### src/rtl/shift_right_sequential.sv
// shift_right_sequential
//
// Multi-cycle 24-bit right shifter for the execute stage. It moves one bit
// position per clock and sits behind a start/done handshake. The shift amount
// is B + SHAMT. Amounts of 24 or more saturate to a full 24-bit shift. An
// amount of zero still takes one cycle and returns A unchanged.
//
// Ports:
//   Clock   in   1  rising-edge clock
//   Reset   in   1  synchronous active-high reset, overrides everything
//   Start   in   1  request a shift (only honoured while idle)
//   Arith   in   1  1 = sign fill, 0 = zero fill (captured with Start)
//   A       in  24  operand to shift (captured with Start)
//   B       in  24  register part of the shift amount (captured with Start)
//   SHAMT   in   4  immediate part of the shift amount (captured with Start)
//   Busy    out  1  high while a shift is in progress
//   Done    out  1  one-cycle pulse in the cycle Result is first valid
//   Result  out 24  registered shift result, held until the next completion

module shift_right_sequential (
  input  logic        Clock,
  input  logic        Reset,
  input  logic        Start,
  input  logic        Arith,
  input  logic [23:0] A,
  input  logic [23:0] B,
  input  logic [3:0]  SHAMT,
  output logic        Busy,
  output logic        Done,
  output logic [23:0] Result
);

  typedef enum logic {
    IDLE  = 1'b0,
    SHIFT = 1'b1
  } state_t;

  state_t      state, state_nxt;
  logic [23:0] work, work_nxt;
  logic [23:0] result_nxt;
  logic [4:0]  count, count_nxt;
  logic        fill, fill_nxt;
  logic        hold, hold_nxt;
  logic        done_nxt;
  logic [24:0] sum;

  // The amount is summed at 25 bits so that a huge B cannot wrap around to a
  // small shift.
  assign sum = {1'b0, B} + {21'd0, SHAMT};

  // Busy is decoded from the state register alone, so it has no
  // combinational path from any input.
  assign Busy = (state == SHIFT);

  // Next-state logic. IDLE captures the operands. SHIFT moves one bit per
  // cycle and publishes the result on the step where the counter expires.
  // The hold flag marks a zero-amount request: that request spends its single
  // step without shifting, which keeps the latency at a minimum of one cycle.
  always_comb begin
    state_nxt  = state;
    work_nxt   = work;
    result_nxt = Result;
    count_nxt  = count;
    fill_nxt   = fill;
    hold_nxt   = hold;
    done_nxt   = 1'b0;
    case (state)
      IDLE: begin
        if (Start) begin
          work_nxt  = A;
          fill_nxt  = Arith & A[23];
          state_nxt = SHIFT;
          if (sum == 25'd0) begin
            count_nxt = 5'd1;
            hold_nxt  = 1'b1;
          end else if (sum >= 25'd24) begin
            count_nxt = 5'd24;
            hold_nxt  = 1'b0;
          end else begin
            count_nxt = sum[4:0];
            hold_nxt  = 1'b0;
          end
        end
      end
      SHIFT: begin
        work_nxt  = hold ? work : {fill, work[23:1]};
        count_nxt = count - 5'd1;
        if (count == 5'd1) begin
          result_nxt = work_nxt;
          done_nxt   = 1'b1;
          state_nxt  = IDLE;
        end
      end
      default: state_nxt = IDLE;
    endcase
  end

  // State register. Reset aborts any operation in flight and clears the
  // result. It also outranks a simultaneous Start.
  always_ff @(posedge Clock) begin
    if (Reset) begin
      state  <= IDLE;
      work   <= 24'd0;
      Result <= 24'd0;
      count  <= 5'd0;
      fill   <= 1'b0;
      hold   <= 1'b0;
      Done   <= 1'b0;
    end else begin
      state  <= state_nxt;
      work   <= work_nxt;
      Result <= result_nxt;
      count  <= count_nxt;
      fill   <= fill_nxt;
      hold   <= hold_nxt;
      Done   <= done_nxt;
    end
  end

endmodule

### config.mk
export PLATFORM = sky130hd
export DESIGN_NAME = shift_right_sequential
export DESIGN_NICKNAME = d
export VERILOG_FILES = /design/src/rtl/shift_right_sequential.sv
export SDC_FILE = /design/constraint.sdc
export NUM_CORES = 1
export LEC_CHECK = 0
export ABC_CLOCK_PERIOD_IN_PS = 6800
export CELL_PAD_IN_SITES_DETAIL_PLACEMENT = 1
export CELL_PAD_IN_SITES_GLOBAL_PLACEMENT = 2
export CORE_AREA = 2 2 148 78
export DETAILED_ROUTE_END_ITERATION = 8
export DIE_AREA = 0 0 150 80
export PLACE_DENSITY_LB_ADDON = 0.1
export SLEW_MARGIN = 40
export SYNTH_ARGS = -nofsm -noshare
export SYNTH_HDL_FRONTEND = slang
export SYNTH_SLANG_ARGS = --single-unit
export TNS_END_PERCENT = 30
### constraint.sdc
create_clock -name Clock -period 6.8 [get_ports Clock]
set_clock_uncertainty 0.2 [all_clocks]
set_input_delay 0.68 -clock Clock [delete_from_list [all_inputs] [get_ports Clock]]
set_output_delay 0.68 -clock Clock [all_outputs]
set_load 0.02 [all_outputs]
After elaboration in Yosys (flattened, before gate mapping):

Cells that the tools add are included.

* register bits after elaboration: 57
* latch bits: 0
* RAM bits: 0
* ROM bits: 0
* input port bits: 56
* output and inout port bits: 26
* word-level logic and storage cells: 30
* memories kept: 0

* add/subtract/negate cells: 2
* $mul: 0
* div/mod/pow operators: 0
* $lt $le $gt $ge: 1
* equal/unequal tests: 2
* shifts and indexed selects: 0
* mux-type cells: 12
* bitwise operators: 2
* reductions and logical operators: 4

Operator list (number)
* two-way mux 24 bit: 2
* case mux 24 bit (2 select lines): 1
* adder 24 x 4 -> 25 bit: 1
* >= comparator 25 x 5 -> 1 bit (second input constant): 1
* zero test 25 bit: 1
* two-way mux 5 bit: 3
* case mux 5 bit (2 select lines): 1
* equality test 5 x 1 -> 1 bit (second input constant): 1
* subtractor 5 x 1 -> 5 bit (second input constant): 1
* two-way mux 1 bit: 4
* AND reduction 2 bit: 2
* inequality test 2 bit (second input constant): 1
* case mux 1 bit (2 select lines): 1
* OR reduction 2 bit: 1
* bitwise AND 1 bit: 1
* inverter 1 bit: 1

Longest topological paths before layout:

Gate-level depths: netlist of the first run.

* depth in word-level cells: 6
* mapped depth: 10
* mapped depth without buffers: 10

Least setup slack after synthesis of the first run:

Ideal clock, no wire load.

* path type: input to register
* from: input B[0]
* to: register hold
* library setup time: 0.084 ns
* arrival: 3.294 ns
* data required time: 6.516 ns
* slack: 3.222 ns
* cell stages on the path: 10
* path buffers: 0
* cell sequence: ha_1 -> inv_1 -> fa_1 -> nand2b_1 -> a2111oi_0 -> nand2_1 -> nor4_1 -> o31ai_1 -> or4_1 -> o31ai_2

* longest elaborated chain between the ends: 3

Ends and longest elaborated chain
* start, declared: line 26 `input logic [23:0] B,`
* adder 24 x 4 -> 25 bit: line 49 `assign sum = {1'b0, B} + {21'd0, SHAMT};`
* zero test 25 bit: line 73 `if (sum == 25'd0) begin`
* two-way mux 1 bit: line 73
* end signal, assigned: line 115 `hold <= hold_nxt;`
* end, declared: line 43 `logic hold, hold_nxt;`

Every way passes these cells.
A chain may end at the register's enable or synchronous reset.

Worst setup path after layout of the first run:

* from: input B[0]
* to: register count[3]

* longest elaborated chain between the ends: 6
* elaborated cells on any way between the ends: 7
* those cells by class: 1 x add/sub; 1 x order compare; 4 x mux; 1 x reduce/logical

Ends and longest elaborated chain
* adder 24 x 4 -> 25 bit *: line 49
* >= comparator 25 x 5 -> 1 bit: line 76 `end else if (sum >= 25'd24) begin`
* two-way mux 5 bit: line 76
* two-way mux 5 bit *: line 73
* two-way mux 5 bit *: line 69 `if (Start) begin`
* case mux 5 bit (2 select lines) *: line 67 `case (state)`
* end signal, assigned: line 113 `count <= count_nxt;`
* end, declared: line 41 `logic [4:0] count, count_nxt;`

Every way passes the cells marked *; elsewhere a longest branch is shown, timed or not. The select of a mux whose other input is x is not followed.

==> results.toml, run 1 <==
[sta]
hold_viol_final = 0
finalCriticalPeriod_ns = 4.03
rsz0062_at_grt = "no"
drv_slew = 0
tightest_slew_ns = 0.784
slew_headroom = 0.476
fin_setup_tns_ns = 0
max_freq_ghz = 0.248
period_share = 0.593
setup_viol = 0

[detailed_routing]
viasPerCell = 5.16
totalWireLength_um = 10100
drc = 0
antenna_left = 0
vias = 3088
dr.pass1.iters = 4
dr.first_iter.drc_count = 228
wl_per_cell_um = 16.9

[place]
place.gp.congestion = 0.856
post_dp_cell_area_mm2 = 0.00405
portBuffers = 81
dp_hpwl_um = 7440

[worst_setup_path]
cp_max_fo = 5
reg2reg_slack_ns = 4.54
arrival_ns = 4.02
ff2ff_path_depth = 5
slowest_delay_ns = 0.71
critPathRequiredTime_ns = 6.79
endpoint_kind = "flip-flop"
cpLargestDelayFamily = "simple AND/OR/NAND/NOR gates"
r2r-start = "Busy"
critPathBufInv = 2
critPathLaunchType = "primary input"
timing.rr.end = "count[3]"
cp_slowest_cell = "a2111oi_1"
critPathKind = "primary input to flip-flop"
crit_chain = "clkdlybuf4s50_1 > ha_1 > inv_1 > fa_1 > nand2b_1 > a2111oi_1 > nand2_1 > nor4_1 > o31ai_1 > nor4_2 > a21oi_1"

[clock_tree]
cts_buffers = 9
cts_sinks = 57
cts_tree = "yes"
root_buffer = "clkbuf_16"
clockBufferDepth = 2
cts_setup_buffers = 0
clk_transition_reported_paths_ns = 0.05
cts-htree-levels = 3
clk_latency_ns = 0.32
ctsHoldBuffers = 0
cts_resized = 0

[yosys]
synth_flop_cell = "dfxtp_1"
synth_top_area_cell = "dfxtp_1"
ys_async_sr_fraction = 0
muxShareOfSynthArea = 0.0840
synthesis.area_mm2 = 0.00311
synth-edff-count = 0
synth_compound_area_frac = 0.222
synth_xor_area_frac = 0.0169
ys_seq_area_frac = 0.366
synth_simple_gate_area_frac = 0.237
synth_top_area_share = 0.366
synth.avg_cell_area_um2 = 8.24
synthTopCellsByArea = "dfxtp_1 (37%), mux2i_1 (8.0%), nor2_1 (7.8%)"
ys_types = 53
synth-seq-cells = 57
syn-num-nets = 441
synthCells = 378
ys_warn_count = 0
synth_fa_ha_area_frac = 0.0305
synth_top_family_by_area = "simple AND/OR/NAND/NOR gates"

[power]
p_leak_nw = 1.46
worst_ir_drop_vdd_mv = 0.0989
powerDensity_mw_per_mm2 = 229

[worst_hold_path]
worstHoldStart = "Result[13]"
hold_end = "Result[13]"
min_path_cells = 2
min_path_type = "flip-flop to flip-flop"

[grt]
grt_pass1_wl_um = 16400
grt_pass1_vias = 3100
antenna_found_initial = 0
globalRouteOverflowTotal = 0
grt.total_usage = 0.179
grt_max_degree = 62

[flow_run]
cap_violations = 0

[finish]
final_net_count = 511
multi_input_comb_area_mm2 = 0.00185
drive_gt1_frac = 0.0861
design_area_mm2 = 0.00435
num_antenna_cells = 0
seq_area_mm2 = 0.00114
fillers = 1235
area_growth_pct = 39.7

[floorplanning]
die_h_um = 80
coreArea_mm2 = 0.0107
ios = 82
die_area_mm2 = 0.0120
num_rows = 27
start_util = 0.292
die_w_um = 150

[outcome]
status = "completed"
-- where the power goes --
group / leakage [nW] / switching, W / internal [W] / total, W
clock: 0.148 / 0.000151 / 0.000290 / 0.000441
combinational: 0.848 / 0.0000936 / 0.0000818 / 0.000175
sequential: 0.467 / 0.0000220 / 0.000356 / 0.000378
total: 1.46 / 0.000267 / 0.000728 / 0.000995
-- metrics by stage --
stage                     hold WS (ns)   util  setup slack (ns)  power [W]  cells
after floorplan                  0.239      -              3.22   0.000479    378
after global placement           0.279  0.378              2.57   0.000556    581
after detailed placement         0.294  0.379              2.27   0.000560    582
after CTS                        0.301  0.407              2.61    0.00101    598
after global routing             0.317  0.407              2.47    0.00105    598
final                            0.295  0.407              2.77   0.000995    598
-- Yosys cell counts (all sizes together) (4+ instances only) --
cell and count:
nor2 65, a211oi 29, a21o 5, mux2i 25, nand3 8, dfxtp 57
nand2 12, nand2b 4, o31ai 6, o21ai 6, nor3 34, nand4 7
buf 4, a21oi 9, ha 6, inv 8, clkbuf 23, o22ai 25
-- logic make-up (layout without fill, tap and decap cells) --
family,count (synthesis),in the layout
and+or+nand+nor,150,150
AOI/OAI and AO/OA,97,97
xor gates and xnor gates,6,6
muxes,26,26
buffers and inverters,35,110
adders and majority gates,7,7
DFF,57,57
-- state kept, by name, indices dropped and copies added (netlist names) --
register,flops
fill,1
Done,1
Busy,1
count,5
work,24
hold,1
Result,24
-- layout make-up --
cell class                 count  share of cell area
timing repair buffer          86               0.196
inverter                       8             0.00690
clock inverter                 6              0.0132
tap                          145              0.0417
clock buffer                  10              0.0549
sequential                    57               0.262
multi-input combinational    286               0.425
-- worst reg2reg max path, delay by kind of cell, from the launching register on --
kind | cells | cell delay [ns]
compound gates | 1 | 0.14
buf+inv | 1 | 0.25
flops | 1 | 0.44
simple gates | 3 | 1.10
-- worst max-delay path by stage --
stage	to	cells past startpoint	slack (ns)	start
floorplan	hold	10	3.22	B[0]
global placement	hold	11	2.57	B[0]
detailed placement	hold	11	2.27	B[0]
CTS	hold	11	2.61	B[0]
global route	count[3]	11	2.47	B[0]
finish	count[3]	11	2.77	B[0]
-- cell usage in the layout (no fill, tap or decap), drive strengths merged, types with 7 or more instances in the layout --
cell / Yosys / final
a211oi: 29 / 29
inv: 8 / 8
dfxtp: 57 / 57
nand4: 7 / 7
nor2: 65 / 65
nand3: 8 / 8
clkbuf: 23 / 10
mux2i: 25 / 25
clkdlybuf4s50: 0 / 80
nor3: 34 / 34
nand2: 12 / 12
o22ai: 25 / 25
a21oi: 9 / 9
-- per-layer routing --
metal | vias to the layer above | GRT usage | wire, µm
met5 | - | 0 | 0
li1 | 1555 | - | -
met3 | 4 | 0.0640 | 752
met1 | 1446 | 0.269 | 5410
met4 | 0 | 0.0340 | 37
met2 | 83 | 0.239 | 3890
Note: power is estimated with default switching activity, not from simulation.
==> run 2: changes to the inputs <==
--- a/config.mk
+++ b/config.mk
@@ -5,12 +5,12 @@
 export SDC_FILE = /design/constraint.sdc
 export NUM_CORES = 1
 export LEC_CHECK = 0
-export ABC_CLOCK_PERIOD_IN_PS = 6800
+export ABC_CLOCK_PERIOD_IN_PS = 3370
 export CELL_PAD_IN_SITES_DETAIL_PLACEMENT = 1
 export CELL_PAD_IN_SITES_GLOBAL_PLACEMENT = 2
-export CORE_AREA = 2 2 148 78
+export CORE_AREA = 2 2 161 84
 export DETAILED_ROUTE_END_ITERATION = 8
-export DIE_AREA = 0 0 150 80
+export DIE_AREA = 0 0 163 86
 export PLACE_DENSITY_LB_ADDON = 0.1
 export SLEW_MARGIN = 40
 export SYNTH_ARGS = -nofsm -noshare
==> constraint.sdc (replaced) <==
create_clock -name Clock -period 3.37 [get_ports Clock]
set_clock_uncertainty 0.2 [all_clocks]
set_input_delay 0.337 -clock Clock [delete_from_list [all_inputs] [get_ports Clock]]
set_output_delay 0.337 -clock Clock [all_outputs]
set_load 0.02 [all_outputs]
==> run 2 against run 1 <==
Against the previous run:
- die area is 17% higher
- power is 100% higher
- design area is 6.6% higher
- sequential power is 100% higher
- largest cell class unchanged
- clock power is 91% higher
- core utilization is 3.7 points lower
- first-iteration DRC count is 68% lower
- cell count is 8.9% higher
- flip-flop and latch count stayed put
- routed wire length is 4.0% lower
- worst hold slack worse by 0.00050 ns
- sequential share of layout area is 1.6 points lower
==> results.toml, run 2 (same netlist as run 1, synthesis figures left out) <==
[outcome]
status = "completed"

[detailed_routing]
dr.pass1.iters = 4
viasPerCell = 4.88
totalWireLength_um = 9680
dr.first_iter.drc_count = 73
vias = 3177
wl_per_cell_um = 14.9
antenna_left = 0
drc = 0

[worst_setup_path]
cp_max_fo = 6
arrival_ns = 3.27
critPathLaunchType = "primary input"
critPathKind = "primary input to flip-flop"
critPathRequiredTime_ns = 3.40
endpoint_kind = "flip-flop"

[sta]
hold-worst-slack_ns = 0.294
slew_headroom = 0.501
rsz0062_at_grt = "no"
finalCriticalPeriod_ns = 3.23
fin_setup_tns_ns = 0
setup_viol = 0
period_share = 0.959
tightest_slew_ns = 0.749
hold_viol_final = 0
max_freq_ghz = 0.309
drv_slew = 0

[finish]
area_growth_pct = 48.9
top_regs = "Result (24), work (24), count (5)"
drive_gt1_frac = 0.154
final_common_cell = "clkdlybuf4s50_1"
final_net_count = 540
final_cell_mix = "clkdlybuf4s50_1 (80), nor2_1 (64), dfxtp_1 (57)"
num_antenna_cells = 0

[power]
powerDensity_mw_per_mm2 = 428
p_leak_nw = 1.61
worst_ir_drop_vdd_mv = 0.261

[floorplanning]
die_area_mm2 = 0.0140
coreArea_mm2 = 0.0125
start_util = 0.249
num_rows = 29
die_h_um = 86
ios = 82
die_w_um = 163

[clock_tree]
clk_latency_ns = 0.31
root_buffer = "clkbuf_16"
cts_sinks = 57
cts_buffers = 9
cts_tree = "yes"
cts-htree-levels = 3
clockBufferDepth = 2
clk_transition_reported_paths_ns = 0.05

[grt]
grt_max_degree = 50
globalRouteOverflowTotal = 0
grt_pass1_vias = 3400
antenna_found_initial = 0
grt_pass1_wl_um = 16600
grt.total_usage = 0.146

[place]
dp_hpwl_um = 7220
place.gp.congestion = 0.842
portBuffers = 81

[worst_hold_path]
min_path_type = "flip-flop to flip-flop"

[flow_run]
cap_violations = 0
[run 2: cell count changes in the layout (fill, tap and decap cells not counted), moves of 2 or more]
cell / change
buf_4: +30
a211oi_1: -2
clkinv_2: -3
nor3_1: -2
a211oi_2: +2
clkbuf_8: +2
[run 2: path summary, 6_finish.rpt]
path / cells past startpoint / slack [ns] / start / endpoint
setup reg to reg: 6 / 1.22 / Busy / work[14]
hold / removal: 2 / 0.29 / Result[8] / Result[8]
setup / recovery: 11 / 0.14 / SHAMT[0] / hold
hold reg to reg: 2 / 0.29 / Result[8] / Result[8]
[run 2: layer usage]
metal  global-route usage  share of wire
met1                0.183           0.47
met2                0.253           0.48
met3               0.0280          0.031
met4               0.0499          0.014
met5                    0              0
[run 2: area by class of cell]
cell class,count,area (µm²)
Sequential cell,57,1140
Fill cell,1469,7880
Clock buffer,13,270
Timing Repair Buffer,115,1060
Multi-Input combinational cell,286,1910
Inverter,8,30.0
Clock inverter,2,12.5
Tap cell,170,213
[run 2: what timing repair did]
action	4_1_cts	5_1_grt
setup buffers	0	2
setup endpoints to repair	1	6
resized for setup	6	8
cloned	0	0
pin swaps	0	10
hold buffers	0	0
[run 2: where the power goes]
| group | total (W) | switching (W) | internal (W) |
|---|---|---|---|
| Clock | 0.000841 | 0.000290 | 0.000551 |
| Combinational | 0.000384 | 0.000194 | 0.000190 |
| Sequential | 0.000761 | 0.0000420 | 0.000719 |
[run 2: through the flow]
stage	utilization	setup slack (ns)	total power, W	std cells	instance area, µm²
final	0.370	0.137	0.00199	651	4640
after global routing	0.370	0.0355	0.00210	651	4640
after CTS	0.366	0.0509	0.00201	649	4590
after detailed placement	0.342	-0.395	0.00115	634	4280
after global placement	0.342	-0.315	0.00114	634	4280
after floorplan	-	0.135	0.000966	378	3110
[run 2: worst max-delay path: stages]
cell             delay (ns)
clkdlybuf4s50_1        0.47
ha_2                   0.18
inv_1                  0.06
fa_2                   0.36
nand2b_4               0.17
a21o_4                 0.26
o31ai_4                0.18
a211oi_2               0.07
or4_4                  0.52
or4_4                  0.49
o31ai_2                0.17
